**src/rtl/triangular_wave_analyzer.sv**
```systemverilog
// triangular_wave_analyzer
// Tracks a periodic 16-bit sample stream and recovers its peak, trough,
// peak-to-peak amplitude and period (in clk cycles). Turning points are
// declared once the sample moves more than HYST LSBs away from the running
// extreme; a measurement is published at every trough turn once a previous
// trough turn has been seen.
module triangular_wave_analyzer #(
    parameter int HYST  = 0,
    parameter int CNT_W = 32
) (
    input  logic             clk,
    input  logic             rst_n,
    input  logic             ena,
    input  logic             sample_valid,
    input  logic [15:0]      sample,
    output logic [15:0]      peak,
    output logic [15:0]      trough,
    output logic [15:0]      amplitude,
    output logic [CNT_W-1:0] period,
    output logic             meas_valid,
    output logic             rising,
    output logic             locked
);

    typedef enum logic [1:0] {
        IDLE    = 2'd0,
        SEEK    = 2'd1,
        RISING  = 2'd2,
        FALLING = 2'd3
    } state_t;

    // Hysteresis widened to 17 bits so that sample +/- HYST never wraps.
    localparam logic [16:0]      HYST17  = 17'(HYST);
    localparam logic [CNT_W-1:0] CNT_MAX = {CNT_W{1'b1}};
    localparam logic [CNT_W-1:0] CNT_ONE = {{(CNT_W-1){1'b0}}, 1'b1};
    localparam logic [CNT_W-1:0] CNT_ZERO = {CNT_W{1'b0}};

    state_t           state_r;
    logic [15:0]      ext_r;
    logic [15:0]      peak_cand_r;
    logic [CNT_W-1:0] cyc_cnt_r;
    logic             have_trough_r;

    logic [16:0]      sample17_s;
    logic [16:0]      ext17_s;
    logic             above_s;
    logic             below_s;
    logic             peak_turn_s;
    logic             trough_turn_s;
    logic [CNT_W-1:0] cnt_next_s;

    // Turning-point comparisons in 17-bit unsigned and the saturating count.
    always_comb begin
        sample17_s    = {1'b0, sample};
        ext17_s       = {1'b0, ext_r};
        above_s       = sample17_s > (ext17_s + HYST17);
        below_s       = (sample17_s + HYST17) < ext17_s;
        // Only consulted after the strict new-extreme test has failed, so
        // the subtrahend never exceeds the minuend here.
        peak_turn_s   = (ext17_s - sample17_s) > HYST17;
        trough_turn_s = (sample17_s - ext17_s) > HYST17;
        if (cyc_cnt_r == CNT_MAX) begin
            cnt_next_s = CNT_MAX;
        end else begin
            cnt_next_s = cyc_cnt_r + CNT_ONE;
        end
    end

    // Measurement FSM: tracks extremes, counts the cycle and publishes results.
    always_ff @(posedge clk) begin
        if (!rst_n) begin
            state_r       <= IDLE;
            ext_r         <= 16'd0;
            peak_cand_r   <= 16'd0;
            cyc_cnt_r     <= CNT_ZERO;
            have_trough_r <= 1'b0;
            peak          <= 16'd0;
            trough        <= 16'd0;
            amplitude     <= 16'd0;
            period        <= CNT_ZERO;
            meas_valid    <= 1'b0;
            rising        <= 1'b0;
            locked        <= 1'b0;
        end else begin
            meas_valid <= 1'b0;
            if (!ena) begin
                // Published values hold; tracking restarts from scratch.
                state_r       <= IDLE;
                cyc_cnt_r     <= CNT_ZERO;
                have_trough_r <= 1'b0;
                locked        <= 1'b0;
                rising        <= 1'b0;
            end else begin
                case (state_r)
                    IDLE: begin
                        cyc_cnt_r <= CNT_ZERO;
                        if (sample_valid) begin
                            ext_r   <= sample;
                            state_r <= SEEK;
                        end
                    end
                    SEEK: begin
                        cyc_cnt_r <= CNT_ZERO;
                        if (sample_valid) begin
                            if (above_s) begin
                                ext_r   <= sample;
                                state_r <= RISING;
                                rising  <= 1'b1;
                            end else if (below_s) begin
                                ext_r   <= sample;
                                state_r <= FALLING;
                            end
                        end
                    end
                    RISING: begin
                        cyc_cnt_r <= cnt_next_s;
                        if (sample_valid) begin
                            if (sample > ext_r) begin
                                ext_r <= sample;
                            end else if (peak_turn_s) begin
                                peak_cand_r <= ext_r;
                                ext_r       <= sample;
                                state_r     <= FALLING;
                                rising      <= 1'b0;
                            end
                        end
                    end
                    FALLING: begin
                        cyc_cnt_r <= cnt_next_s;
                        if (sample_valid) begin
                            if (sample < ext_r) begin
                                ext_r <= sample;
                            end else if (trough_turn_s) begin
                                // Trough turn: close the period and publish.
                                ext_r         <= sample;
                                state_r       <= RISING;
                                rising        <= 1'b1;
                                cyc_cnt_r     <= CNT_ZERO;
                                have_trough_r <= 1'b1;
                                if (have_trough_r) begin
                                    peak       <= peak_cand_r;
                                    trough     <= ext_r;
                                    amplitude  <= peak_cand_r - ext_r;
                                    period     <= cnt_next_s;
                                    meas_valid <= 1'b1;
                                    locked     <= 1'b1;
                                end
                            end
                        end
                    end
                    default: begin
                        state_r   <= IDLE;
                        cyc_cnt_r <= CNT_ZERO;
                        rising    <= 1'b0;
                    end
                endcase
            end
        end
    end

endmodule

```
**config.mk**
```make
export PLATFORM = sky130hd
export DESIGN_NAME = triangular_wave_analyzer
export DESIGN_NICKNAME = d
export VERILOG_FILES = /design/src/rtl/triangular_wave_analyzer.sv
export SDC_FILE = /design/constraint.sdc
export NUM_CORES = 1
export LEC_CHECK = 0
export BUFFER_PORTS_ARGS = -buffer_cell sky130_fd_sc_hd__clkbuf_2
export CAP_MARGIN = 5
export CORE_UTILIZATION = 40
export CTS_BUF_LIST = sky130_fd_sc_hd__clkbuf_8
export DETAILED_ROUTE_END_ITERATION = 10
export PLACE_DENSITY_LB_ADDON = 0.15
export SLEW_MARGIN = 20
export SYNTH_ARGS = -nofsm -noshare
export SYNTH_HDL_FRONTEND = slang
export SYNTH_SLANG_ARGS = --single-unit
```
**constraint.sdc**
```tcl
create_clock -name clk -period 5.4 [get_ports clk]
set_input_delay 0.81 -clock clk [delete_from_list [all_inputs] [get_ports clk]]
set_output_delay 0.81 -clock clk [all_outputs]
set_load 0.005 [all_outputs]
```
## After elaboration in Yosys (flattened, before gate mapping)

Index checks and enable logic that the tools add are counted.

| operators by class | value |
|---|---|
| reduce and logical (&&, ||, !) cells | 12 |
| bitwise gates (word level) | 7 |
| magnitude comparators | 6 |
| add/subtract/negate cells | 4 |
| equality and inequality tests | 16 |
| multiplexer cells | 37 |

Operators by type and width:

| operator | count |
|---|---|
| two-way mux 16 bit | 10 |
| two-way mux 32 bit | 4 |
| one-hot mux 32 bit (3 select lines) | 1 |
| one-hot mux 16 bit (4 select lines) | 1 |
| greater-than comparator 17 x 1 -> 1 bit, second input constant | 2 |
| subtractor 16 x 16 -> 17 bit | 2 |
| adder 32 x 1 -> 32 bit, second input constant | 1 |
| == test 32 bit, second input constant | 1 |
| greater-than comparator 16 bit | 2 |
| < comparator 16 bit | 2 |
| two-way mux 2 bit | 10 |
| != test 2 bit, second input constant | 9 |
| AND reduction 9 bit | 2 |
| subtractor 16 bit | 1 |
| AND reduction 5 bit | 2 |
| two-way mux 1 bit | 9 |
| != test 3 bit, second input constant | 3 |
| one-hot mux 2 bit (4 select lines) | 1 |
| AND reduction 8 bit | 1 |
| NOT 1 bit | 7 |
| AND reduction 6 bit | 1 |
| OR reduction 6 bit | 1 |
| == test 2 bit, second input constant | 2 |
| AND reduction 4 bit | 1 |
| 6 further kinds | 6 |

| word-level totals | value |
|---|---|
| flip-flop bits (word level) | 150 |
| logic and storage cells | 94 |
| output and inout bits | 83 |

## Longest topological paths before layout

| logic depth | value |
|---|---|
| word-level depth | 6 |
| gate-level depth with buffers | 15 |
| depth with buffers taken out | 12 |

## Least setup slack after synthesis

OpenSTA, ideal clock, no wires.

| path | value |
|---|---|
| path kind | input -> register |
| start | input sample[8] |
| end | register cyc_cnt_r[29] |
| stages on the path | 12 |
| arrival time | 3908 ps |
| setup time | 79 ps |
| path slack | 1413 ps |
| data required time | 5321 ps |
| path buffers | 1 |
| cell sequence | inv_1 ha_1 a21o_1 a21o_1 a221o_1 or3_1 a221o_1 a2111oi_4 a211oi_2 or3_1 buf_6 a211oi_2 |

| on the way | value |
|---|---|
| cells in the longest elaborated chain, start to end | 6 |
| elaborated cells between the ends (all ways) | 7 |

Ends and longest elaborated chain:

| what | RTL line | RTL |
|---|---|---|
| start, declared | 15 | `input logic [15:0] sample,` |
| subtractor 16 x 16 -> 17 bit | 61 | `trough_turn_s = (sample17_s - ext17_s) > HYST17;` |
| greater-than comparator 17 x 1 -> 1 bit | 61 |  |
| two-way mux 32 bit | 133 | `end else if (trough_turn_s) begin` |
| two-way mux 32 bit (*) | 131 | `if (sample < ext_r) begin` |
| two-way mux 32 bit (*) | 130 | `if (sample_valid) begin` |
| one-hot mux 32 bit (3 select lines) (*) | 94 | `case (state_r)` |
| end signal, assigned | 116 | `cyc_cnt_r <= cnt_next_s;` |
| end signal, assigned | 129 | `cyc_cnt_r <= cnt_next_s;` |
| end, declared | 41 | `logic [CNT_W-1:0] cyc_cnt_r;` |

Every way passes the cells marked *; elsewhere a longest branch is shown, timed or not.
A chain may end at the register's enable or synchronous reset.

## Worst setup path after layout

| path | value |
|---|---|
| start | input sample[9] |
| end | register cyc_cnt_r[24] |

The elaborated chain is that of the path after synthesis.

==> results.py <==
metrics = {
    "clock_network": {
        "clockBufferDepth": 2,
        "cts_max_level": 4,
        "worstSkewPairLatency_ps": 470,
        "cts_tree": "done",
        "post-cts-setup-buffers": 0,
        "cts_root_buf": "clkbuf_8",
        "cts_buffers": 17,
        "clock-sinks": 150,
        "cts.clk_slew.worst_paths_ps": 100,
        "ctsResizeCount": 0,
        "postCtsHoldBufs": 0,
    },
    "worst_setup_path": {
        "crit_path_max_incr_delay_ps": 620,
        "cp_top_family": "compound AO/OA/AOI/OAI gates",
        "critPathRequiredTime_ps": 5790,
        "path_class": "in -> reg",
        "crit_buf_inv": 3,
        "cp.arrival_ps": 4750,
        "slowest_stage": "ha_1",
        "path_max_fanout": 30,
        "start_kind": "input pin",
        "cp_cell_sequence": "clkbuf_2 -> inv_1 -> ha_1 -> nand4_1 -> a211oi_1 -> o21ai_0 -> a221o_1 -> a2111oi_4 -> a211oi_2 -> or3_1 -> buf_4 -> a211oi_2",
        "endpoint_kind": "register",
        "path_common_cell": "a211oi_2",
    },
    "global_route": {
        "grtUsageTotal_pct": 22.2,
        "grt_pass1_wl_mm": 39.0,
        "grt-ovfl-total": 0,
        "grt_max_degree": 111,
        "antenna_found_initial": 0,
        "grt_pass1_vias": 7256,
    },
    "logic_synthesis": {
        "synth_top_family_by_area": "simple AND/OR/NAND/NOR gates",
        "synth_nets": 1133,
        "synthAdderAreaFrac_pct": 7.23,
        "synth-seq-area-share_pct": 33.9,
        "synth_warnings": 0,
        "synth-compound-area-share_pct": 18.5,
        "ys_seq_elements": 150,
        "avgSynthCellArea_um2": 8.34,
        "synth_edf_count": 0,
        "netlist_area_mm2": 0.00886,
        "synthArstFlopShare_pct": 0,
        "synthFlopType": "dfxtp_1",
        "synthMuxAreaShare_pct": 10.1,
        "synthSimpleGateAreaFrac_pct": 21.2,
        "synth_xor_area_share_pct": 4.05,
        "synth.distinct_cells": 73,
        "netlist_instances": 1063,
    },
    "power": {
        "cellLeakagePower_nw": 3.88,
        "power_frac_comb_pct": 19.7,
        "pwr-share-seq_pct": 44.9,
        "clkPwrFrac_pct": 35.3,
        "peakVddDrop_uv": 159,
        "switching_share_pct": 34.4,
        "switchingPower_uw": 870,
        "power_density_mw_per_mm2": 253,
        "p_int_mw": 1.66,
    },
    "floorplan": {
        "die_w_um": 151,
        "fp.dieArea_mm2": 0.0228,
        "die_y_um": 151,
        "num_rows": 54,
        "start_util_pct": 40.7,
        "core_region_area_mm2": 0.0218,
        "ioPinCount": 103,
    },
    "sta": {
        "max_freq_ghz": 0.229,
        "grt_setup_unrepaired": "no",
        "slew_headroom_pct": 27.6,
        "final.period_utilization_pct": 80.8,
        "tns_ps": 0,
        "hold_viol_final": 0,
        "slew_violations": 0,
        "skew_ps": 21.2,
        "setup_viol": 0,
        "worstMarginPinSlew_ps": 1090,
        "fin_crit_ps": 4360,
    },
    "placed_design": {
        "hpwl_mm": 17.9,
        "gp_congestion": 0.935,
        "portBuffers": 102,
    },
    "finish": {
        "final_util_pct": 45.9,
        "fillCellCount": 2209,
        "nNetsFinal": 1198,
        "area_delta_synth_final_pct": 12.7,
        "drive_gt1_share_pct": 14.4,
        "antenna_cells": 0,
    },
    "routing": {
        "drcViolationCount": 0,
        "vias_per_cell": 5.61,
        "via_count": 7969,
        "drt_iter0_drc": 470,
        "drtPass1Iterations": 5,
        "drt_wl_total_mm": 24.6,
        "drtAntennaViolNets": 0,
        "avgRoutedWirePerCell_um": 17.3,
    },
    "outcome": {
        "status": "complete, no violations",
    },
    "run": {
        "cap_viol_max_count": 0,
    },
    "min_path": {
        "hold_path_class": "reg -> reg",
    },
}
-- cell usage in the layout, fill, tap and decap left out, drive strengths merged, types with 21 or more instances in the layout --
cell type | Yosys | routed
xnor2 | 29 | 29
dfxtp | 150 | 150
mux2i | 87 | 87
a21oi | 36 | 36
ha | 48 | 48
inv | 46 | 55
nand2 | 81 | 81
a211oi | 39 | 39
nor3 | 21 | 21
o21ai | 24 | 24
clkbuf | 51 | 119
nor2 | 162 | 162
nand3 | 37 | 37
-- cells in the mapped netlist, types with 15 or more instances --
cell type / number / area, um^2
inv_1: 45 / 169
a211oi_1: 36 / 270
nand4_1: 15 / 93.8
nand3_1: 37 / 185
nor2_1: 162 / 608
o41ai_1: 18 / 158
xnor2_1: 29 / 254
ha_1: 48 / 601
o21ai_0: 23 / 115
a21oi_1: 36 / 180
mux2i_1: 87 / 871
nand2_1: 81 / 304
nor3_1: 20 / 100
a41oi_1: 16 / 140
dfxtp_1: 150 / 3000
clkbuf_1: 51 / 191
-- worst paths after layout --
path              cells past startpoint             to  slack [ps]           from
hold reg to reg                       2  have_trough_r         450  have_trough_r
setup reg to reg                     10  cyc_cnt_r[24]        1180       ext_r[9]
hold / removal                        2  have_trough_r         450  have_trough_r
setup / recovery                     12  cyc_cnt_r[24]        1040      sample[9]
-- final cells by class --
type	count	area [um^2]	area share [%]
Multi-Input combinational cell	799	5430	54.4
Clock buffer	17	234	2.34
Clock inverter	15	175	1.75
Sequential cell	150	3000	30.1
Timing Repair Buffer	113	618	6.19
Tap cell	280	350	3.51
Inverter	47	176	1.77
-- cells by family (layout without fill, tap and decap cells) --
group	count (synthesis)	in the layout
mux	89	89
fa+ha+maj	50	50
xor+xnor	41	41
simple gates	399	399
compound gates	220	220
buf+inv	114	192
flops	150	150
-- power by group through the flow --
stage	combinational, mW	clock (mW)	sequential, mW
after floorplan	0.371	0	1.15
after global placement	0.491	0	1.16
after detailed placement	0.490	0	1.16
after CTS	0.494	0.920	1.14
after global routing	0.550	0.965	1.14
final	0.499	0.894	1.14
-- sequential cells by signal, summed over array words and instances (netlist names) --
register and count:
ext_r 16, have_trough_r 1, peak_cand_r 16, amplitude 16, trough 16, meas_valid 1, state_r 2, locked 1
peak 16, cyc_cnt_r 32, period 32, rising 1
-- through the flow --
step                cells  setup WS [ps]  power, mW  hold WS [ps]  area (um^2)
floorplan            1063           1410       1.52           422         8860
global placement     1389            772       1.65           434         9580
detailed placement   1389            680       1.65           438         9580
CTS                  1421           1160       2.55           452         9980
global route         1421            741       2.65           470         9980
finish               1421           1040       2.53           448         9980
-- worst min-delay path, delay by kind of cell, from the launching register on --
kind / cells / cell delay [ps]
flip-flops: 1 / 320
AND/OR/NAND/NOR: 2 / 90
-- layer usage --
layer  vias up  global-route usage (%)  wire, um
met5         -                       0         0
met4         0                    8.85       721
met3        41                    3.77      1170
met2       237                    34.8     11100
met1      3721                    30.1     11700
li1       3970                       -         -
(Power assumes the default switching activity.)
